## src/rtl/ysyx_22040127_mem_arbiter.sv

```systemverilog
// Two-master arbiter (instruction fetch and data) in front of one memory port.
// It allows one outstanding transaction, gives data priority, forces a fetch grant on starvation,
// and drops a fetch response that was flushed.
module ysyx_22040127_mem_arbiter #(
  parameter int unsigned AW         = 64,
  parameter int unsigned DW         = 64,
  parameter int unsigned STARVE_MAX = 4
) (
  input  logic              clk_i,
  input  logic              rst_ni,
  // instruction fetch
  input  logic              if_req_i,
  input  logic [AW-1:0]     if_addr_i,
  input  logic              if_flush_i,
  output logic              if_gnt_o,
  output logic              if_rvalid_o,
  output logic [DW-1:0]     if_rdata_o,
  // data side
  input  logic              d_req_i,
  input  logic              d_wen_i,
  input  logic [AW-1:0]     d_addr_i,
  input  logic [DW-1:0]     d_wdata_i,
  input  logic [DW/8-1:0]   d_wstrb_i,
  output logic              d_gnt_o,
  output logic              d_rvalid_o,
  output logic [DW-1:0]     d_rdata_o,
  // shared memory port
  output logic              mem_req_o,
  output logic              mem_wen_o,
  output logic [AW-1:0]     mem_addr_o,
  output logic [DW-1:0]     mem_wdata_o,
  output logic [DW/8-1:0]   mem_wstrb_o,
  input  logic              mem_ready_i,
  input  logic              mem_rvalid_i,
  input  logic [DW-1:0]     mem_rdata_i,
  output logic              busy_o
);

  typedef enum logic [1:0] {StIdle, StIssue, StWait, StResp} state_e;

  state_e            state_q;
  logic [3:0]        starve_q;
  logic              owner_data_q;
  logic              drop_q;
  logic              wen_q;
  logic [AW-1:0]     addr_q;
  logic [DW-1:0]     wdata_q;
  logic [DW/8-1:0]   wstrb_q;
  logic [DW-1:0]     if_rdata_q;
  logic [DW-1:0]     d_rdata_q;

  logic starved;
  logic idle;
  logic if_win;
  logic d_win;

  // Grants are combinational; gating with rst_ni keeps them low while reset is asserted.
  assign starved = (starve_q == 4'(STARVE_MAX));
  assign idle    = rst_ni && (state_q == StIdle);
  assign if_win  = idle && if_req_i && !if_flush_i && (starved || !d_req_i);
  assign d_win   = idle && d_req_i && !if_win;

  always_ff @(posedge clk_i or negedge rst_ni) begin
    if (!rst_ni) begin
      state_q      <= StIdle;
      starve_q     <= 4'd0;
      owner_data_q <= 1'b0;
      drop_q       <= 1'b0;
      wen_q        <= 1'b0;
      addr_q       <= '0;
      wdata_q      <= '0;
      wstrb_q      <= '0;
      if_rdata_q   <= '0;
      d_rdata_q    <= '0;
    end else begin
      if (if_win) begin
        starve_q <= 4'd0;
      end else if (if_req_i && !starved) begin
        starve_q <= starve_q + 4'd1;
      end

      if ((state_q == StIssue || state_q == StWait) && !owner_data_q && if_flush_i) begin
        drop_q <= 1'b1;
      end

      case (state_q)
        StIdle: begin
          if (if_win || d_win) begin
            state_q      <= StIssue;
            owner_data_q <= d_win;
            drop_q       <= 1'b0;
            addr_q       <= d_win ? d_addr_i : if_addr_i;
            wen_q        <= d_win && d_wen_i;
            wdata_q      <= d_win ? d_wdata_i : '0;
            wstrb_q      <= d_win ? d_wstrb_i : '0;
          end
        end
        StIssue: begin
          if (mem_ready_i) state_q <= StWait;
        end
        StWait: begin
          if (mem_rvalid_i) begin
            state_q <= StResp;
            if (owner_data_q) begin
              d_rdata_q <= mem_rdata_i;
            end else if (!drop_q && !if_flush_i) begin
              if_rdata_q <= mem_rdata_i;
            end
          end
        end
        default: begin
          state_q <= StIdle;
          drop_q  <= 1'b0;
        end
      endcase
    end
  end

  assign if_gnt_o    = if_win;
  assign d_gnt_o     = d_win;
  assign mem_req_o   = (state_q == StIssue);
  assign mem_wen_o   = wen_q;
  assign mem_addr_o  = addr_q;
  assign mem_wdata_o = wdata_q;
  assign mem_wstrb_o = wstrb_q;
  // A flush arriving in the response cycle still suppresses the fetch pulse.
  assign if_rvalid_o = (state_q == StResp) && !owner_data_q && !drop_q && !if_flush_i;
  assign d_rvalid_o  = (state_q == StResp) && owner_data_q;
  assign if_rdata_o  = if_rdata_q;
  assign d_rdata_o   = d_rdata_q;
  assign busy_o      = (state_q != StIdle);

endmodule

```

## config.mk

```make
export PLATFORM = sky130hd
export DESIGN_NAME = ysyx_22040127_mem_arbiter
export DESIGN_NICKNAME = d
export VERILOG_FILES = /design/src/rtl/ysyx_22040127_mem_arbiter.sv
export SDC_FILE = /design/constraint.sdc
export NUM_CORES = 1
export LEC_CHECK = 0
export ABC_AREA = 1
export CORE_AREA = 2 2 208 210
export CTS_CLUSTER_DIAMETER = 50
export DETAILED_ROUTE_END_ITERATION = 8
export DIE_AREA = 0 0 210 212
export SYNTH_ARGS = -nofsm -noshare
export SYNTH_HDL_FRONTEND = slang
export SYNTH_SLANG_ARGS = --single-unit
```

## constraint.sdc

```tcl
create_clock -name clk_i -period 1.9 [get_ports clk_i]
set_clock_uncertainty 0.2 [all_clocks]
set_input_delay 0.38 -clock clk_i [delete_from_list [all_inputs] [get_ports clk_i]]
set_output_delay 0.38 -clock clk_i [all_outputs]
set_load 0.01 [all_outputs]
```

[After elaboration in Yosys (flattened, before gate mapping)]
Cells that the tools add are included.
Cells by class
  $add $sub $neg: 1
  eq/ne operators: 7
  multiplexer cells: 12
  bitwise gates (word level): 1
  reduce and logical (&&, ||, !) cells: 32
Operator list (count)
  2-to-1 mux 64 bit: 2
  logical AND 1 bit: 15
  2-to-1 mux 4 bit: 2
  2-to-1 mux 8 bit: 1
  logical NOT 1 bit: 6
  2-to-1 mux 2 bit: 3
  case mux 2 bit (3 select lines): 1
  AND reduction 3 bit: 2
  adder 4 x 1 -> 4 bit, second input constant: 1
  equality test 2 bit, second input constant: 2
  equality test 4 x 3 -> 1 bit, second input constant: 1
  inequality test 2 x 1 -> 1 bit, second input constant: 2
  AND reduction 4 bit: 1
  nonzero test 2 bit: 2
  logical OR 1 bit: 3
  equality test 2 x 1 -> 1 bit, second input constant: 1
  logical NOT 2 bit: 1
  2-to-1 mux 1 bit: 2
  inequality test 2 bit, second input constant: 1
  case mux 1 bit (2 select lines): 1
  AND reduction 2 bit: 1
  OR reduction 2 bit: 1
  NOT 1 bit: 1
Storage, ports and cells
  flip-flop bits (word level): 273
  bits of input ports: 272
  logic and storage cells: 63

[Longest topological paths before layout]
  depth in word-level cells: 10
  mapped depth: 11
  mapped depth without buffers: 9

[Worst setup path before layout]
OpenSTA, ideal clock, no wires.
  kind: reg-to-output
  start point: register state_q[0]
  end point: output port d_gnt_o
  data arrival time: 1.284 ns
  setup slack: 0.036 ns
  cell stages (with the launch flop): 9
  path buffers: 1
  path through: dfrtp_1 inv_1 ha_1 nand2_1 nor2_1 nand2_2 nand2_4 inv_2 buf_2
Between the ends
  cells in the longest elaborated chain, start to end: 7
  elaborated cells on any way between the ends: 8
RTL lines
  start: declaration: RTL line 41  | state_e state_q;
  start signal: assignment: RTL line 65  | state_q <= StIdle;
  start signal: assignment: RTL line 89  | state_q <= StIssue;
  start signal: assignment: RTL line 99  | if (mem_ready_i) state_q <= StWait;
  logical NOT 2 bit *: RTL line 59  | assign idle = rst_ni && (state_q == StIdle);
  logical AND 1 bit *: RTL line 59
  logical AND 1 bit (3 in series): RTL line 60  | assign if_win = idle && if_req_i && !if_flush_i && (starved || !d_req_i);
  logical NOT 1 bit: RTL line 61  | assign d_win = idle && d_req_i && !if_win;
  logical AND 1 bit *: RTL line 61
  end: declaration: RTL line 24  | output logic d_gnt_o,
Mark *: on every way between the ends. The rest lies on a longest branch, timed or not.

[Worst setup path in the final report]
Ends and elaborated chain as after synthesis.

==> out/summary.txt <==
RD Place Congestion -> 0.8479
Reg2Reg Capture Point -> mem_addr_o[25]
Synthesized area per cell -> 8.998 um2
Post-route minimum period -> 2.216 ns
Final Non-Filler Cells -> 2403
WHS Endpoint -> mem_wdata_o[0]
Worst r2r path cells -> 10
PortBufs -> 542
Number of distinct library cells after synthesis -> 22
Reg2reg start -> state_q[0]
Max Fclk -> 451.3 MHz
Die area -> 44520 um2
Worst slack at placement -> -0.5222 ns
Core area -> 42510 um2
Startpoint Class -> flip-flop
Crit-path leading delay family -> flip-flops
Power after layout -> 30.22 mW
DP HPWL -> 28.27 mm
DR WL/cell -> 19.26 um
Final WS setup -> -0.3158 ns
Post-Syn Nets -> 1490
First-pass GRT wire length -> 61.01 mm
Root Driver -> clkbuf_16
Cell Rows -> 76
Max Slew Vio Count -> 0
Critical Path Sink Type -> output port
WP buf/inv -> 3
Area growth syn-to-layout -> 85.85%
Synth Warn # -> 0
Slew margin rel. -> 45.41%
Leak -> 9.909 nW
Status -> finished with violations
FF+latch count, synth -> 273
Largest net degree at the start of global routing -> 119
HP Class -> in -> reg
Setup_tns -> -19.21 ns
Final Hold Fails -> 0
Synthesized area -> 10900 um2
Gr usage total -> 17.51%
TritonCTS clock tree -> yes
Arrival @ worst endpoint -> 1.64 ns
Seq/Total Area, Yosys -> 62.69%
Worst skew pair latency -> 0.54 ns
Cell Chain, Critical Path -> inv_2 -> ha_4 -> nand2_2 -> nor2_2 -> nand2_2 -> nand2_4 -> inv_2 -> buf_6
Die height -> 212 um
Dpl cells -> 2271
H-tree depth -> 2
Vias in the first global route -> 10490
Worst-path clk slew -> 0.06 ns
Max cap viols -> 0
Failing checks -> negative setup slack
Fin crit share -> 116.6%
Reg2Reg Setup Slack -> -0.21 ns
Post-route ant nets -> 0
Mapped Cells -> 1211
Starting density of the core -> 25.64%
Vias per Instance -> 4.502
Fin util -> 47.65%
Required @ worst endpoint -> 1.32 ns
Drt pass-1 iters -> 5
Hold Path Depth -> 3
Peak supply drop -> 0.0007265 V
CP peak stage delay -> 0.38 ns
Crit Path Max Fanout -> 3
Setup-failing EPs final -> 139
Worst slew pin tran -> 0.8188 ns
Ports -> 543
Final WL -> 46.27 mm
Via Count -> 10820
Iter 0 DRT Violations -> 517
Antenna violations before repair -> 1
# clock sinks -> 273
Longest Clk Path Bufs -> 3
Gr ovfl total -> 0
Hold path start -> d_wdata_i[0]
Chip width -> 210 um
Fin nets -> 2108
Share of post-route cells with drive strength above 1 -> 19.23%
Drt drc -> 0
CTS Buf Count -> 38
Most frequent cells in the layout -> 357 x nand2_1, 273 x dfrtp_1, 269 x clkdlybuf4s50_1
RSZ-0062 raised after global routing -> yes
Cell area power density -> 1492 nW/um2
Setup CP Type -> reg -> out
Slowest CP cell -> dfrtp_1
Commonest non-fill, non-tap cell in the layout -> nand2_1
how the worst max path moves through the flow:
stage / start / to / slack, ns / depth (start not counted)
floorplan: state_q[0] / d_gnt_o / 0.04 / 8
global placement: if_req_i / if_gnt_o / -0.55 / 6
detailed placement: if_flush_i / if_gnt_o / -0.52 / 7
CTS: state_q[0] / d_gnt_o / -0.32 / 8
global route: state_q[0] / d_gnt_o / -0.40 / 8
finish: state_q[0] / d_gnt_o / -0.32 / 8
cell type report:
type                            count  area, um2
Clock buffer                       52       1065
Multi-Input combinational cell    783       4225
Tap cell                          546      683.2
Inverter                           84      339.1
Sequential cell                   273       6832
Fill cell                        4007      22250
Antenna cell                        1      2.502
Timing Repair Buffer              649       6875
Clock inverter                     15      230.2
timing repair:
item,CTS,global route
pin swaps,9,23
hold endpoints to repair,234,0
resized for setup,315,295
endpoints found under the setup margin,415,232
buffers inserted,10,21
cloned,2,37
hold buffers,2,0
cells in the mapped netlist:
library cell	number	share of area [%]
buf_2	12	0.55
buf_6	13	1.3
nand2_2	1	0.057
nand2_4	1	0.10
ha_1	7	0.80
a21boi_0	1	0.069
nor2_1	69	2.4
nand4_1	1	0.057
nand3_1	9	0.41
clkbuf_2	1	0.046
buf_1	2	0.069
xor2_1	1	0.080
inv_2	2	0.069
o22ai_1	1	0.057
o21ai_0	197	9.0
inv_1	82	2.8
dfrtp_1	273	63
nor3_1	1	0.046
clkbuf_1	42	1.4
nand2_1	428	15
buf_4	1	0.069
a21oi_1	66	3.0
per-layer routing:
metal / GRT usage [%] / vias to the layer above / share of wire (%)
met1: 21.22 / 5266 / 41
met5: 0 / - / 0
met3: 5.583 / 66 / 7.0
li1: - / 5085 / -
met4: 6.725 / 0 / 2.8
met2: 29.13 / 401 / 49
flip-flops by register name, summed over array words and instances (netlist names), 2 cells and up:
signal / count
d_rdata_o: 64
if_rdata_o: 64
mem_addr_o: 64
mem_wdata_o: 64
mem_wstrb_o: 8
starve_q: 4
state_q: 2
where the power goes:
| part | switching, mW | total, mW | internal, mW |
|---|---|---|---|
| sequential | 1.78 | 10.2 | 8.44 |
| clock | 2.73 | 7.36 | 4.63 |
| combinational | 6.42 | 12.6 | 6.22 |
cells by family (layout without fill, tap and decap cells):
family	count (synthesis)	after routing	share of synthesized area, %
flops	273	273	62.69
xor+xnor	1	1	0.08039
other cells	0	1	0
fa+ha+maj	7	7	0.8037
buf+inv	155	800	6.419
compound gates	265	265	12.21
simple gates	510	510	17.80
worst reg2reg max path: stages, from the launching register on:
cell and delay [ns]:
dfrtp_1 0.38, inv_2 0.08, ha_4 0.16, buf_6 0.11, buf_6 0.10, nand4_1 0.23
nand2_8 0.20, buf_12 0.18, clkbuf_16 0.19, nor2_2 0.04, a21oi_1 0.14
stage by stage:
stage,area (um2),hold WS [ns]
floorplan,10900,-0.1156
global placement,17130,0.2620
detailed placement,17130,0.2643
CTS,18350,0.1482
global route,20250,0.1633
finish,20250,0.1800
No activity file was read; power rests on OpenSTA's default activity.
